[src/rtl/rob_pkg.sv]
// Shared constants and entry type for the reorder buffer.
package rob_pkg;

    localparam int unsigned ROB_VAL_W     = 65;
    localparam int unsigned ROB_READY_BIT = 64;
    localparam int unsigned ROB_NULL_TAG  = 0;
    localparam int unsigned REG_IDX_W     = 5;

    typedef struct packed {
        logic                 busy;
        logic                 done;
        logic [REG_IDX_W-1:0] dest_reg;
        logic [63:0]          data;
    } rob_entry_t;

endpackage

[src/rtl/rob_tag_ptr.sv]
// Circular tag pointer over 1..Size; tag 0 is reserved for "register file".
module rob_tag_ptr #(
    parameter int unsigned Size = 8,
    parameter int unsigned W    = $clog2(Size + 1)
) (
    input  logic         clk,
    input  logic         rst,
    input  logic         clear,
    input  logic         advance,
    output logic [W-1:0] ptr
);

    logic [W-1:0] ptr_q;
    logic [W-1:0] ptr_d;

    always_comb begin
        ptr_d = ptr_q;
        if (clear) begin
            ptr_d = W'(1);
        end else if (advance) begin
            ptr_d = (ptr_q == W'(Size)) ? W'(1) : ptr_q + W'(1);
        end
    end

    always_ff @(posedge clk or posedge rst) begin
        if (rst) begin
            ptr_q <= W'(1);
        end else begin
            ptr_q <= ptr_d;
        end
    end

    assign ptr = ptr_q;

endmodule

[src/rtl/rob_operand_source.sv]
// Reorder buffer: allocates tags, forwards source operands, absorbs results and
// retires in order, broadcasting the committed tag/value to the reservation stations.
module rob_operand_source
    import rob_pkg::*;
#(
    parameter int unsigned ROBsize    = 8,
    parameter int unsigned ROBsizeLog = $clog2(ROBsize + 1),
    parameter int unsigned RegIdxW    = REG_IDX_W
) (
    input  logic                  clk_i,
    input  logic                  reset_i,
    input  logic                  decodeAlloc_i,
    input  logic [RegIdxW-1:0]    decodeDestReg_i,
    output logic [ROBsizeLog-1:0] decodeROBTag_o,
    output logic                  full_o,
    output logic                  empty_o,
    input  logic [ROBsizeLog-1:0] decodeSrcTag1_i,
    input  logic [ROBsizeLog-1:0] decodeSrcTag2_i,
    input  logic [63:0]           decodeRegVal1_i,
    input  logic [63:0]           decodeRegVal2_i,
    output logic [ROB_VAL_W-1:0]  decodeROBval1_o,
    output logic [ROB_VAL_W-1:0]  decodeROBval2_o,
    input  logic                  execValid_i,
    input  logic [ROBsizeLog-1:0] execTag_i,
    input  logic [63:0]           execVal_i,
    input  logic                  memValid_i,
    input  logic [ROBsizeLog-1:0] memTag_i,
    input  logic [63:0]           memVal_i,
    input  logic                  commitStall_i,
    input  logic                  flush_i,
    output logic [ROBsizeLog-1:0] issueROBTagCom_o,
    output logic [ROB_VAL_W-1:0]  issueROBvalCom_o,
    output logic [RegIdxW-1:0]    commitDestReg_o
);

    // Entry 0 is never allocated; it keeps indexing by raw tag simple.
    rob_entry_t entries_q [0:ROBsize];
    rob_entry_t entries_d [0:ROBsize];

    logic [ROBsizeLog-1:0] head;
    logic [ROBsizeLog-1:0] tail;
    logic [ROBsizeLog-1:0] count_q;
    logic [ROBsizeLog-1:0] count_d;
    logic                  alloc_en;
    logic                  commit_en;
    rob_entry_t            src1_ent;
    rob_entry_t            src2_ent;

    logic [ROBsizeLog-1:0] com_tag_q;
    logic [ROB_VAL_W-1:0]  com_val_q;
    logic [RegIdxW-1:0]    com_dest_q;

    function automatic logic tag_in_range(input logic [ROBsizeLog-1:0] tag);
        return (tag != ROBsizeLog'(ROB_NULL_TAG)) && (32'(tag) <= ROBsize);
    endfunction

    function automatic logic [ROB_VAL_W-1:0] read_operand(
        input logic [ROBsizeLog-1:0] tag,
        input logic [63:0]           reg_val,
        input rob_entry_t            ent,
        input logic                  mem_v,
        input logic [ROBsizeLog-1:0] mem_t,
        input logic [63:0]           mem_d,
        input logic                  exec_v,
        input logic [ROBsizeLog-1:0] exec_t,
        input logic [63:0]           exec_d
    );
        if (tag == ROBsizeLog'(ROB_NULL_TAG)) begin
            return {1'b1, reg_val};
        end else if (ent.busy && ent.done) begin
            return {1'b1, ent.data};
        end else if (mem_v && (mem_t == tag)) begin
            return {1'b1, mem_d};
        end else if (exec_v && (exec_t == tag)) begin
            return {1'b1, exec_d};
        end
        return {1'b0, 64'(tag)};
    endfunction

    assign full_o         = (count_q == ROBsizeLog'(ROBsize));
    assign empty_o        = (count_q == '0);
    assign decodeROBTag_o = tail;

    assign alloc_en  = decodeAlloc_i & ~full_o & ~flush_i;
    assign commit_en = ~flush_i & ~commitStall_i & entries_q[head].busy & entries_q[head].done;

    always_comb begin
        src1_ent = '0;
        src2_ent = '0;
        if (tag_in_range(decodeSrcTag1_i)) src1_ent = entries_q[decodeSrcTag1_i];
        if (tag_in_range(decodeSrcTag2_i)) src2_ent = entries_q[decodeSrcTag2_i];
        decodeROBval1_o = read_operand(decodeSrcTag1_i, decodeRegVal1_i, src1_ent,
                                       memValid_i, memTag_i, memVal_i,
                                       execValid_i, execTag_i, execVal_i);
        decodeROBval2_o = read_operand(decodeSrcTag2_i, decodeRegVal2_i, src2_ent,
                                       memValid_i, memTag_i, memVal_i,
                                       execValid_i, execTag_i, execVal_i);
    end

    // Order matters: exec, then mem (mem wins), then commit clear, then alloc; flush overrides all.
    always_comb begin
        entries_d = entries_q;
        if (execValid_i && tag_in_range(execTag_i) && entries_q[execTag_i].busy) begin
            entries_d[execTag_i].done = 1'b1;
            entries_d[execTag_i].data = execVal_i;
        end
        if (memValid_i && tag_in_range(memTag_i) && entries_q[memTag_i].busy) begin
            entries_d[memTag_i].done = 1'b1;
            entries_d[memTag_i].data = memVal_i;
        end
        if (commit_en) begin
            entries_d[head] = '0;
        end
        if (alloc_en) begin
            entries_d[tail].busy     = 1'b1;
            entries_d[tail].done     = 1'b0;
            entries_d[tail].dest_reg = decodeDestReg_i;
            entries_d[tail].data     = '0;
        end
        if (flush_i) begin
            for (int i = 0; i <= ROBsize; i++) entries_d[i] = '0;
        end
    end

    always_comb begin
        count_d = count_q;
        if (flush_i) begin
            count_d = '0;
        end else begin
            unique case ({alloc_en, commit_en})
                2'b10:   count_d = count_q + ROBsizeLog'(1);
                2'b01:   count_d = count_q - ROBsizeLog'(1);
                default: count_d = count_q;
            endcase
        end
    end

    always_ff @(posedge clk_i or posedge reset_i) begin
        if (reset_i) begin
            for (int i = 0; i <= ROBsize; i++) entries_q[i] <= '0;
            count_q <= '0;
        end else begin
            entries_q <= entries_d;
            count_q   <= count_d;
        end
    end

    always_ff @(posedge clk_i or posedge reset_i) begin
        if (reset_i) begin
            com_tag_q  <= '0;
            com_val_q  <= '0;
            com_dest_q <= '0;
        end else if (commit_en) begin
            com_tag_q  <= head;
            com_val_q  <= {1'b1, entries_q[head].data};
            com_dest_q <= entries_q[head].dest_reg;
        end else begin
            com_tag_q  <= '0;
            com_val_q  <= '0;
            com_dest_q <= '0;
        end
    end

    assign issueROBTagCom_o = com_tag_q;
    assign issueROBvalCom_o = com_val_q;
    assign commitDestReg_o  = com_dest_q;

    rob_tag_ptr #(
        .Size (ROBsize),
        .W    (ROBsizeLog)
    ) u_head_ptr (
        .clk     (clk_i),
        .rst     (reset_i),
        .clear   (flush_i),
        .advance (commit_en),
        .ptr     (head)
    );

    rob_tag_ptr #(
        .Size (ROBsize),
        .W    (ROBsizeLog)
    ) u_tail_ptr (
        .clk     (clk_i),
        .rst     (reset_i),
        .clear   (flush_i),
        .advance (alloc_en),
        .ptr     (tail)
    );

endmodule

[config.mk]
export PLATFORM = sky130hd
export DESIGN_NAME = rob_operand_source
export DESIGN_NICKNAME = d
export VERILOG_FILES = /design/src/rtl/rob_pkg.sv /design/src/rtl/rob_tag_ptr.sv /design/src/rtl/rob_operand_source.sv
export SDC_FILE = /design/constraint.sdc
export NUM_CORES = 2
export LEC_CHECK = 0
export ABC_AREA = 1
export ABC_CLOCK_PERIOD_IN_PS = 92800
export CAP_MARGIN = 20
export CORE_MARGIN = 2
export CORE_UTILIZATION = 25
export CTS_BUF_LIST = sky130_fd_sc_hd__clkbuf_2
export CTS_CLUSTER_DIAMETER = 30
export DETAILED_ROUTE_END_ITERATION = 10
export PLACE_DENSITY = 0.41
export SLEW_MARGIN = 20
export SYNTH_ARGS = -nofsm -noshare
export SYNTH_HDL_FRONTEND = slang
export SYNTH_SLANG_ARGS = --single-unit
[constraint.sdc]
create_clock -name clk_i -period 92.8 [get_ports clk_i]
set_input_delay 27.84 -clock clk_i [delete_from_list [all_inputs] [get_ports clk_i]]
set_output_delay 27.84 -clock clk_i [all_outputs]
set_load 0.005 [all_outputs]
Yosys cells after proc, flatten, opt, wreduce, memory -nomap -nowiden
Cells that the tools add are included.
{"block": "word_totals", "wordCells": 190, "output_inout_bits": 210, "input_bits": 284, "reg_bits": 725}
{"block": "op_classes", "mux": 77, "reduce_logical": 28, "addsub": 4, "bitwise": 16, "eq_ne": 9, "magnitude_cmp": 14}
{"operator": "$bwmux 639", "n": 8}
{"operator": "$mux 639", "n": 5}
{"operator": "$demux 71 s4", "n": 9}
{"operator": "$bmux 71 s4", "n": 5}
{"operator": "$mux 71", "n": 14}
{"operator": "$mux 65", "n": 11}
{"operator": "$and 639x639->639", "n": 1}
{"operator": "$not 639->639", "n": 1}
{"operator": "$mux 70", "n": 3}
{"operator": "$mux 64", "n": 3}
{"operator": "$mux 69", "n": 1}
{"operator": "$mux 4", "n": 8}
{"operator": "$ge 5x5->1 const B", "n": 6}
{"operator": "$not 4->5", "n": 6}
{"operator": "$lt 5x1->1 const B", "n": 4}
{"operator": "$logic_and 1x1->1", "n": 18}
{"operator": "$eq 4x4->1", "n": 4}
{"operator": "$le 4x4->1 const B", "n": 4}
{"operator": "$reduce_bool 4->1", "n": 4}
{"operator": "$add 4x1->4 const B", "n": 3}
{"operator": "$eq 4x4->1 const B", "n": 3}
{"operator": "$logic_not 4->1", "n": 3}
{"operator": "$mux 1", "n": 8}
{"operator": "$pmux 4 s2", "n": 1}
{"operator": "8 further kinds", "n": 15}

Logic depth before layout (Yosys ltp)
{"block": "logic_depth", "word_depth": 19, "ltp_mapped": 19, "ltp_nobuf": 17}

By module
Synthesis repeated with hierarchy kept, for this count alone.
{"block": "hier_totals", "hier_cells": 8190, "hier_area_um2": 53216.0}
{"module": "rob_operand_source", "instances": 1, "cells_per_inst": 8122, "seq_area_each_um2": 17942.2, "area_per_inst_um2": 52690.5}
{"module": "rob_tag_ptr", "instances": 2, "cells_per_inst": 34, "seq_area_each_um2": 101.3, "area_per_inst_um2": 262.8}

Worst setup path before layout
Ideal clock, no wire load.
{"block": "synth_path", "path_kind": "in2out", "start": "input port decodeSrcTag2_i[0]", "end": "output port decodeROBval2_o[23]", "arrival_ns": 29.434, "path_slack_ns": 35.526, "required_ns": 64.960, "path_buffers": 5, "path_stages": 13, "cell_sequence": "inv_1 buf_2 buf_2 clkbuf_1 buf_2 buf_2 a21oi_1 o21ai_0 nand3_1 nand3_1 o21ai_0 a21oi_1 nor2_1"}
{"block": "synth_between", "elab_chain_cells": 9, "word_cells_on_any_way": 22, "cone_classes": "order compare (1); eq/ne (2); mux (12); bitwise (1); reduce/logical (6)"}
{"item": "start: declaration", "line_no": "rob_operand_source.sv:18", "rtl": "input logic [ROBsizeLog-1:0] decodeSrcTag2_i,"}
{"item": "$not 4->5 (implied by the code)", "line_no": "rob_operand_source.sv:91", "rtl": "if (tag_in_range(decodeSrcTag2_i)) src2_ent = entries_q[decodeSrcTag2_i];"}
{"item": "$bmux 71 s4", "line_no": "rob_operand_source.sv:91"}
{"item": "$mux 71 (implied by the code) (2 in series)", "line_no": "rob_operand_source.sv:91"}
{"item": "$mux 71", "line_no": "rob_operand_source.sv:91"}
{"item": "$logic_and 1x1->1", "line_no": "rob_operand_source.sv:70", "rtl": "end else if (ent.busy && ent.done) begin"}
{"item": "$mux 65 or $mux 1 (tied branches)", "line_no": "rob_operand_source.sv:70"}
{"item": "$mux 65 or $mux 1 (tied branches)", "line_no": "rob_operand_source.sv:68", "rtl": "if (tag == ROBsizeLog'(ROB_NULL_TAG)) begin"}
{"item": "$mux 65 (*)", "line_no": "rob_operand_source.sv:77", "rtl": "return {1'b0, 64'(tag)};"}
{"item": "end: declaration", "line_no": "rob_operand_source.sv:22", "rtl": "output logic [ROB_VAL_W-1:0] decodeROBval2_o,"}
Mark *: on every way between the ends. The rest lies on a longest branch, timed or not. The select of a mux whose other input is x is not followed.

Worst setup path in the final report
{"block": "layout_path", "start": "input port decodeSrcTag2_i[2]", "end": "output port decodeROBval2_o[51]"}
Same word-level chain as after synthesis.

==> results_dict.tcl <==
set metrics [dict create \
    critPathArrivalTime_ps 33220 \
    synth_nets 8434 \
    synthAdderAreaFrac_pct 0.236 \
    io_pins 494 \
    dr.pass1.iters 6 \
    rows 168 \
    cts_tree "yes" \
    die_w_um 464 \
    grt_pass1_vias 61900 \
    grt_pass1_wl_mm 481 \
    cpMaxStageDelayCell "inv_4" \
    hold_viol 0 \
    globalRouteOverflowTotal 0 \
    worst_pin_slew_ps 1370 \
    drv_slew 0 \
    fin_ws_ps 31740 \
    status "completed" \
    vias_per_cell 5.87 \
    fmax_ghz 0.0164 \
    crit_fanout 46 \
    gr-usage-all-layers_pct 30.8 \
    die_area_sq_um 215000 \
    clkTransAtPathRegs_ps 80 \
    finClkSkew_ps 173 \
    clockPowerShare_pct 38.3 \
    rsz0062_at_grt "no" \
    synth_top_cell_by_area "dfrtp_1" \
    hold_buffers 0 \
    ys_types 42 \
    flow.area_growth_from_synthesis_pct 17.4 \
    netlist_instances 8140 \
    start_util_pct 25.2 \
    io_buffers 493 \
    min_period_over_period_pct 65.8 \
    grt_max_degree 131 \
    post-cts-setup-buffer-count 0 \
    tns_ps 0 \
    critical-path-top-delay-family "buffers and inverters" \
    synth_top_area_share_pct 34.2 \
    synth_top_family_by_area "compound AO/OA/AOI/OAI gates" \
    yosys.area_share.simple_pct 18.3 \
    synthTopCellsByArea "dfrtp_1 (34%), o21ai_0 (17%), a21oi_1 (12%), nand2_1 (8.5%), clkbuf_1 (4.5%)" \
    cellLeakagePower_uw 0.0250 \
    fin_crit_ps 61060 \
    utilization_pct 29.6 \
    wl_per_cell_um 30.7 \
    dpl_worst_slack_ps 31900 \
    internal-power_uw 498 \
    cts_sinks 725 \
    cpMostUsedCell "buf_4" \
    cp-start-kind "input pin" \
    power.switching_uw 313 \
    layout-drive-gt1-share_pct 7.96 \
    async_flop_share_pct 100 \
    switching_share_pct 38.6 \
    drtAntennaViolNets 0 \
    whs_ps 494 \
    setup_viol 0 \
    synth_ff_type "dfrtp_1" \
    crit_chain "buf_4 > inv_4 > nand3_4 > o21ai_4 > buf_4 > buf_4 > o21ai_0 > a21oi_1 > nor2_1 > clkdlybuf4s50_1" \
    synth_area_sq_um 52900 \
    insertion_delay_ps 1880 \
    crit_buf_inv 5 \
    wl_mm 346 \
    powerDensity_nw_per_um2 13.0 \
    ys_seq_area_share_pct 34.3 \
    yosysWarnings 0 \
    cts_root_buffer "clkbuf_2" \
    muxShareOfSynthArea_pct 0 \
    synth_xor_area_share_pct 0.0993 \
    place_hpwl_mm 193 \
    critPathRequiredTime_ps 64960 \
    cts_buffers 299 \
    synth.avg_cell_area_sq_um 6.50 \
    fin_nets 8523 \
    globalplace.congestion 0.886 \
    clock_path_buffers 4 \
    core_area_sq_um 210000 \
    antenna_found_initial 35 \
    seqPwrFrac_pct 40.4 \
    slew_headroom_pct 6.17 \
    synth-seq-cells 725 \
    critPathCaptureType "output port" \
    synth_edf_count 0 \
    hold_class "register to register" \
    synth_compound_area_share_pct 36.3 \
    post_cts_resized 0 \
    critical_path_class "input pin to output port" \
    drc_errors 0 \
    die_h_um 464 \
    p_comb_share_pct 21.3 \
    dr.first_iter.drc_count 8693 \
    drv_cap 0 \
    critPathMaxStageDelay_ps 890 \
    cts_max_level 5 \
    ir_drop_mv 0.0147 \
    vias 66100 \
]
[layout make-up]
cell class                      instances  area (sq um)
Fill cell                           23400        148000
Clock inverter                         92           437
Sequential cell                       725         18200
Inverter                              619          2400
Clock buffer                          405          2030
Tap cell                             2805          3510
Timing Repair Buffer                  647          6240
Antenna cell                           23          57.6
Multi-Input combinational cell       5937         29300
[metal layers]
layer,GRT usage (%),routed length (um)
met4,13.6,15900
met1,41.8,145000
met2,46.2,148000
met5,0,101
met3,7.02,36300
[cells in the final DEF (no fill, tap or decap), drive strengths merged, types with 15 or more instances in the layout]
cell type         n
diode            23
dfrtp           723
a22oi            15
nand3           482
o211ai           31
buf             158
a2111oi          28
clkinv           96
nand2          1195
nor2            473
inv             612
o21ai          1897
o31ai            27
clkdlybuf4s50   487
clkbuf          406
nand4           137
o2111ai         117
o311ai           22
a31oi           180
a21oi          1272
[tightest hold or removal path, cell delays in order, from the launching register on]
cell	delay (ps)
dfrtp_1	350
nand2_1	50
o21ai_0	60
[synthesized netlist by cell type (all sizes together) (15+ instances only)]
master      n
a2111oi    28
a21oi    1272
a22oi      15
a31oi     180
buf       222
clkbuf    637
dfrtp     723
inv       615
nand2    1195
nand3     482
nand4     137
nor2      473
o2111ai   117
o211ai     31
o21ai    1897
o311ai     22
o31ai      27
[power groups by stage]
stage / Combinational [uW] / Clock, uW / Sequential [uW]
6_report: 172 / 311 / 328
5_1_grt: 183 / 339 / 329
4_1_cts: 169 / 319 / 328
3_5_place_dp: 168 / 0 / 334
3_3_place_gp: 168 / 0 / 334
2_1_floorplan: 84.2 / 0 / 332
[flip-flops by register name, indices dropped and copies added (netlist names)]
| signal | flops |
|---|---|
| entries_q | 639 |
| commitDestReg_o | 5 |
| issueROBvalCom_o | 65 |
| u_head_ptr.ptr | 4 |
| u_tail_ptr.ptr | 4 |
| count_q | 4 |
| issueROBTagCom_o | 4 |
[worst paths after layout]
path                       cells past startpoint                          start                  endpoint  slack [ps]
min in group asynchronous                      2                        reset_i  entries_q[496]$_DFF_PP0_       26680
setup / recovery                              10             decodeSrcTag2_i[2]       decodeROBval2_o[51]       31740
max in group asynchronous                      5                        reset_i  entries_q[157]$_DFF_PP0_       62850
hold / removal                                 2       entries_q[349]$_DFF_PP0_  entries_q[349]$_DFF_PP0_         490
setup reg to reg                              13  u_head_ptr.ptr[2]$_DFFE_PP0P_  entries_q[535]$_DFF_PP0_       87370
hold reg to reg                                2       entries_q[349]$_DFF_PP0_  entries_q[349]$_DFF_PP0_         490
[logic make-up after synthesis]
group                      count (synthesis)
AOI/OAI and AO/OA                       3617
xor gates and xnor gates                   6
adders and majority gates                 10
buffers and inverters                   1478
DFF                                      725
and+or+nand+nor                         2304
[metrics by stage]
step / instances / cell area [sq um] / power [uW]
after floorplan: 8140 / 52900 / 416
after global placement: 10700 / 59500 / 502
after detailed placement: 10700 / 59600 / 502
after CTS: 11200 / 62100 / 815
after global routing: 11200 / 62100 / 850
final: 11300 / 62200 / 811
Power figures use the tool's default switching activity.
